### src/rtl/stack_sequencer_if.sv
// Core/RAM-side signal bundle for the PC stack sequencer.
// The sequencer takes the slave view; the core, together with its RAM port, takes the master view.
interface stack_sequencer_if;
    logic        clk_en;
    logic        start_push;
    logic        start_pop;
    logic        pop_inc;
    logic [11:0] push_pc;
    logic [7:0]  sp_in;
    logic [3:0]  ram_rdata;
    logic [11:0] ram_addr;
    logic        ram_we;
    logic [3:0]  ram_wdata;
    logic        busy;
    logic        done;
    logic [11:0] pop_pc;
    logic [7:0]  sp_out;
    logic        sp_we;

    modport slave (
        input  clk_en, start_push, start_pop, pop_inc, push_pc, sp_in, ram_rdata,
        output ram_addr, ram_we, ram_wdata, busy, done, pop_pc, sp_out, sp_we
    );

    modport master (
        output clk_en, start_push, start_pop, pop_inc, push_pc, sp_in, ram_rdata,
        input  ram_addr, ram_we, ram_wdata, busy, done, pop_pc, sp_out, sp_we
    );
endinterface

### src/rtl/stack_sequencer.sv
// Moves a 3-nibble PC between the core and the stack page of work RAM (push or pop),
// owning the RAM port for the whole transfer and handing back the new SP on done.
module stack_sequencer #(
    parameter logic [3:0] RAM_PAGE = 4'h0
) (
    input  logic             clk,
    input  logic             reset_n,
    stack_sequencer_if.slave bus
);

    localparam logic [3:0] S_IDLE  = 4'd0;
    localparam logic [3:0] S_PUSH0 = 4'd1;
    localparam logic [3:0] S_PUSH1 = 4'd2;
    localparam logic [3:0] S_PUSH2 = 4'd3;
    localparam logic [3:0] S_POP0  = 4'd4;
    localparam logic [3:0] S_POP1  = 4'd5;
    localparam logic [3:0] S_POP2  = 4'd6;
    localparam logic [3:0] S_POP3  = 4'd7;
    localparam logic [3:0] S_DONE  = 4'd8;

    logic [3:0]  r_state;
    logic [7:0]  r_sp0;
    logic [11:0] r_pc;      // push source, reused to collect PCSL/PCSH on pop
    logic        r_inc;
    logic        r_pop;
    logic [11:0] r_pop_pc;

    logic [7:0]  w_off;
    logic        w_addr_vld;
    logic        w_we;
    logic [3:0]  w_wdata;
    logic        w_done;

    always_ff @(posedge clk or negedge reset_n) begin
        if (!reset_n) begin
            r_state  <= S_IDLE;
            r_sp0    <= 8'h00;
            r_pc     <= 12'h000;
            r_inc    <= 1'b0;
            r_pop    <= 1'b0;
            r_pop_pc <= 12'h000;
        end else if (bus.clk_en) begin
            case (r_state)
                S_IDLE: begin
                    if (bus.start_push) begin
                        r_sp0   <= bus.sp_in;
                        r_pc    <= bus.push_pc;
                        r_pop   <= 1'b0;
                        r_state <= S_PUSH0;
                    end else if (bus.start_pop) begin
                        r_sp0   <= bus.sp_in;
                        r_inc   <= bus.pop_inc;
                        r_pop   <= 1'b1;
                        r_state <= S_POP0;
                    end
                end
                S_PUSH0: r_state <= S_PUSH1;
                S_PUSH1: r_state <= S_PUSH2;
                S_PUSH2: r_state <= S_DONE;
                S_POP0:  r_state <= S_POP1;
                S_POP1: begin
                    r_pc[3:0] <= bus.ram_rdata;
                    r_state   <= S_POP2;
                end
                S_POP2: begin
                    r_pc[7:4] <= bus.ram_rdata;
                    r_state   <= S_POP3;
                end
                S_POP3: begin
                    // RETS increment stays inside PCS; PCP never takes the carry
                    r_pop_pc <= {bus.ram_rdata, r_pc[7:0] + {7'd0, r_inc}};
                    r_state  <= S_DONE;
                end
                S_DONE:  r_state <= S_IDLE;
                default: r_state <= S_IDLE;
            endcase
        end
    end

    always_comb begin
        w_off      = 8'h00;
        w_addr_vld = 1'b0;
        w_we       = 1'b0;
        w_wdata    = 4'h0;
        case (r_state)
            S_PUSH0: begin
                w_off = r_sp0 - 8'd1; w_addr_vld = 1'b1; w_we = 1'b1; w_wdata = r_pc[11:8];
            end
            S_PUSH1: begin
                w_off = r_sp0 - 8'd2; w_addr_vld = 1'b1; w_we = 1'b1; w_wdata = r_pc[7:4];
            end
            S_PUSH2: begin
                w_off = r_sp0 - 8'd3; w_addr_vld = 1'b1; w_we = 1'b1; w_wdata = r_pc[3:0];
            end
            S_POP0: begin
                w_off = r_sp0; w_addr_vld = 1'b1;
            end
            S_POP1: begin
                w_off = r_sp0 + 8'd1; w_addr_vld = 1'b1;
            end
            S_POP2, S_POP3: begin
                w_off = r_sp0 + 8'd2; w_addr_vld = 1'b1;
            end
            default: ;
        endcase
    end

    assign w_done = (r_state == S_DONE);

    // Offset math is 8-bit, so the page nibble is never disturbed by wrap
    assign bus.ram_addr  = w_addr_vld ? {RAM_PAGE, w_off} : 12'h000;
    // A stalled cycle must not repeat the write
    assign bus.ram_we    = w_we & bus.clk_en;
    assign bus.ram_wdata = w_wdata;
    assign bus.busy      = (r_state != S_IDLE);
    assign bus.done      = w_done;
    assign bus.sp_we     = w_done;
    assign bus.pop_pc    = r_pop_pc;
    assign bus.sp_out    = !w_done ? 8'h00 : (r_pop ? r_sp0 + 8'd3 : r_sp0 - 8'd3);

endmodule

### src/flat_wrapper.sv
// flat-port wrapper written by rule: the top's interface ports become plain ports
module stack_sequencer_flat 
#(
    parameter logic [3:0] RAM_PAGE = 4'h0
)
  (clk, reset_n, bus_clk_en, bus_start_push, bus_start_pop, bus_pop_inc, bus_push_pc, bus_sp_in, bus_ram_rdata, bus_ram_addr, bus_ram_we, bus_ram_wdata, bus_busy, bus_done, bus_pop_pc, bus_sp_out, bus_sp_we);
  stack_sequencer_if bus_i ();
  input  logic clk;
  input  logic reset_n;
  input wire logic [$bits(bus_i.clk_en)-1:0] bus_clk_en;
  input wire logic [$bits(bus_i.start_push)-1:0] bus_start_push;
  input wire logic [$bits(bus_i.start_pop)-1:0] bus_start_pop;
  input wire logic [$bits(bus_i.pop_inc)-1:0] bus_pop_inc;
  input wire logic [$bits(bus_i.push_pc)-1:0] bus_push_pc;
  input wire logic [$bits(bus_i.sp_in)-1:0] bus_sp_in;
  input wire logic [$bits(bus_i.ram_rdata)-1:0] bus_ram_rdata;
  output wire logic [$bits(bus_i.ram_addr)-1:0] bus_ram_addr;
  output wire logic [$bits(bus_i.ram_we)-1:0] bus_ram_we;
  output wire logic [$bits(bus_i.ram_wdata)-1:0] bus_ram_wdata;
  output wire logic [$bits(bus_i.busy)-1:0] bus_busy;
  output wire logic [$bits(bus_i.done)-1:0] bus_done;
  output wire logic [$bits(bus_i.pop_pc)-1:0] bus_pop_pc;
  output wire logic [$bits(bus_i.sp_out)-1:0] bus_sp_out;
  output wire logic [$bits(bus_i.sp_we)-1:0] bus_sp_we;
  assign bus_i.clk_en = bus_clk_en;
  assign bus_i.start_push = bus_start_push;
  assign bus_i.start_pop = bus_start_pop;
  assign bus_i.pop_inc = bus_pop_inc;
  assign bus_i.push_pc = bus_push_pc;
  assign bus_i.sp_in = bus_sp_in;
  assign bus_i.ram_rdata = bus_ram_rdata;
  assign bus_ram_addr = bus_i.ram_addr;
  assign bus_ram_we = bus_i.ram_we;
  assign bus_ram_wdata = bus_i.ram_wdata;
  assign bus_busy = bus_i.busy;
  assign bus_done = bus_i.done;
  assign bus_pop_pc = bus_i.pop_pc;
  assign bus_sp_out = bus_i.sp_out;
  assign bus_sp_we = bus_i.sp_we;
  stack_sequencer #(.RAM_PAGE(RAM_PAGE)) u_core (.clk(clk), .reset_n(reset_n), .bus(bus_i));
endmodule
### config.mk
export PLATFORM = sky130hd
export DESIGN_NAME = stack_sequencer_flat
export DESIGN_NICKNAME = d
export VERILOG_FILES = /design/src/rtl/stack_sequencer_if.sv /design/src/rtl/stack_sequencer.sv /design/src/flat_wrapper.sv
export SDC_FILE = /design/constraint.sdc
export NUM_CORES = 1
export LEC_CHECK = 0
export ABC_AREA = 1
export BUFFER_PORTS_ARGS = -buffer_cell sky130_fd_sc_hd__buf_4
export CAP_MARGIN = 25
export CORE_MARGIN = 1.5
export CORE_UTILIZATION = 55
export DETAILED_ROUTE_END_ITERATION = 6
export PLACE_DENSITY = 0.84
export SYNTH_ARGS = -nofsm -noshare
export SYNTH_HDL_FRONTEND = slang
export SYNTH_SLANG_ARGS = --single-unit
### constraint.sdc
create_clock -name clk -period 2.2 [get_ports clk]
set_input_delay 0 -clock clk [delete_from_list [all_inputs] [get_ports clk]]
set_output_delay 0 -clock clk [all_outputs]
set_load 0.1 [all_outputs]
==> metrics <==
Top delay family on crit path simple AND/OR/NAND/NOR gates; cts bufs inserted 5; # clock sinks 38; sequential element share of the synthesized area 0.3207; CP Class reg -> out; drt initial violations between 400 and 500; commonest non-fill, non-tap cell in the layout nand2_1; via count ~3600; share of cells above drive strength 1 0.3258; initial core utilization 0.5769; R2R Path Start u_core.r_state[1]; Setup Skew ~0.0064 ns; Yosys top cell area share 0.3207; Crit-path slowest cell dfrtp_1; #FFs+latches synth 38; clk root buf clkbuf_8; CP Max Fanout 7; Final Setup Violations 7; RSZ-0062 raised after global routing yes; GPL Wtd Cong about 0.95; crit path cell chain inv_2 -> nor3_4 -> nand2_4 -> ha_4 -> a21oi_4 -> o31ai_2 -> or2_2 -> a21oi_4 -> o21ai_4 -> buf_12; final cell utilization of the core 0.8661; Final ANT Viol Nets 0; Top FF cell, synth dfrtp_1; initial antenna violation count 0; drt first pass iters 6; H-tree depth 2; maximum clock insertion buffer count 2; die height 76.43 microns; CTS tree done; Final Hold Fails 0; Ports 70; worst-margin pin slew approximately 0.52 ns; fin crit period approximately 2.4 ns; Die ar. about 6000 sq um; Nets approximately 580; max_cap viols 0; status complete, but fails checks; f_max around 0.41 GHz; port bufs 65; Layout Cells excl Fill around 600; first-pass GRT wire length 17660 microns; worst rel slew slack 0.6515; Die Wd between 70 and 80 microns; Diodes inserted 0; violations in the final reports negative setup slack; largest net degree at the start of global routing 39; Clock Latency Late Sink about 0.30 ns; Unique masters post-synth about 40; Via density 6.033; CP Launch Type register; crit path DAT approximately 2.4 ns; most frequent cells in the layout nand2_1, buf_4, inv_1, dfrtp_1, o21ai_0; Cell Area, Synth 2965 sq um; Synth async-reset ratio 1.000; gr usage total 0.3824; post-synthesis instance total around 420; WP buf/inv 2; DP Wirelength ~7400 microns; crit path capture type primary output; Crit path top cell by count a21oi_4; post-synth top area cell dfrtp_1; vias in the first global route around 3600; EDFF count, synth 0; syn avg cell area around 7.0 sq um; fin crit share 1.102; setup ws final -0.2238 ns; Hold Crit Start bus_start_push; Synth-to-Final Area Change 50.13%; clock-pin slew on the worst setup and hold paths roughly 0.08 ns; DRC viols 0; CP peak stage delay 0.37 ns; Data required, critical path 2.20 ns; Design Area, Final approximately 4500 sq um; Row Count 26; Synth Warn # 0; DP Cell Count about 570; DR WL/cell between 15 and 20 microns; Hold Path Class in -> reg; DRT Wirelength 11310 microns; placed inst area 3790 sq um; Synth area leaders dfrtp_1, nand2_1, o21ai_0; fillcell total 302; Place WS -0.03988 ns; critical path launch point u_core.r_state[0]; Core Box Area 5140 sq um; total gr overflow 0; max-slew violations 0
[worst register-to-register path: cells and delay by family (launching register included)]
family	cells	cell delay, ns
AOI/OAI and AO/OA	2	0.49
buffers and inverters	2	0.30
DFF	1	0.41
and+or+nand+nor	4	0.66
[metrics by stage]
| stage | setup TNS [ns] | hold slack [ns] |
|---|---|---|
| global route | -1.882 | 0.02592 |
| CTS | -0.6139 | 0.002411 |
| finish | -0.8937 | 0.009262 |
| global placement | 0 | -0.01331 |
| floorplan | -2.127 | -0.2956 |
| detailed placement | -0.03988 | -0.01314 |
[timing repair]
| action | CTS | global route |
|---|---|---|
| hold endpoints to repair | 57 | 0 |
| hold buffers | 20 | 0 |
| gates resized for setup | 42 | 26 |
| setup endpoints to repair | 10 | 18 |
| pin swaps | 13 | 6 |
| setup buffers | 4 | 4 |
[synth_stat cells, types with 5 or more instances]
cell type,n
nand2_1,118
inv_1,48
o21ai_0,39
dfrtp_1,38
nor2_1,33
nand3_1,31
a21oi_1,16
ha_1,11
nand4_1,8
o21ai_1,7
xor2_1,7
buf_4,5
[kinds of logic after synthesis]
family | synth area share
AOI/OAI and AO/OA | 0.1688
xor gates and xnor gates | 0.02954
adders and majority gates | 0.05316
buffers and inverters | 0.1034
DFF | 0.3207
muxes | 0.01519
other | 0.001265
and+or+nand+nor | 0.3080
[sequential cells by signal, summed over array words and instances, names as in the netlist]
| register | flops |
|---|---|
| u_core.r_sp0 | 8 |
| u_core.r_pop | 1 |
| u_core.r_pc | 12 |
| u_core.r_inc | 1 |
| u_core.bus.pop_pc | 12 |
| u_core.r_state | 4 |
[metal layers]
metal / vias to the layer above / GRT usage / share of wire
li1: 1620 / - / -
met3: 50 / 0.09222 / 0.11
met2: 275 / 0.6116 / 0.47
met1: 1699 / 0.5102 / 0.39
met4: 0 / 0.1204 / 0.027
met5: - / 0 / 0
[final cells by class]
cell class,instances,area (sq um),area share
clock inverter,1,30.03,0.006745
inverter,55,225.2,0.05059
multi-input combinational,321,2051,0.4607
sequential,38,953.4,0.2142
timing repair buffer,113,1022,0.2296
tap,70,87.58,0.01967
clock buffer,6,82.58,0.01855
[path summary, 6_finish.rpt]
path | depth (start not counted) | endpoint | slack (ns)
min in group asynchronous | 2 | u_core.r_pc[8] | 0.20
max in group asynchronous | 2 | u_core.r_sp0[2] | 1.63
setup reg to reg | 8 | u_core.r_pc[5] | 0.23
hold / removal | 4 | u_core.r_inc | 0.009
hold reg to reg | 2 | u_core.bus.pop_pc[4] | 0.50
setup / recovery | 10 | bus_ram_addr[4] | -0.22
Power is left out: the tool's default activity adds up to more than one toggle a clock period on the data nets, which glitch-free logic cannot reach.
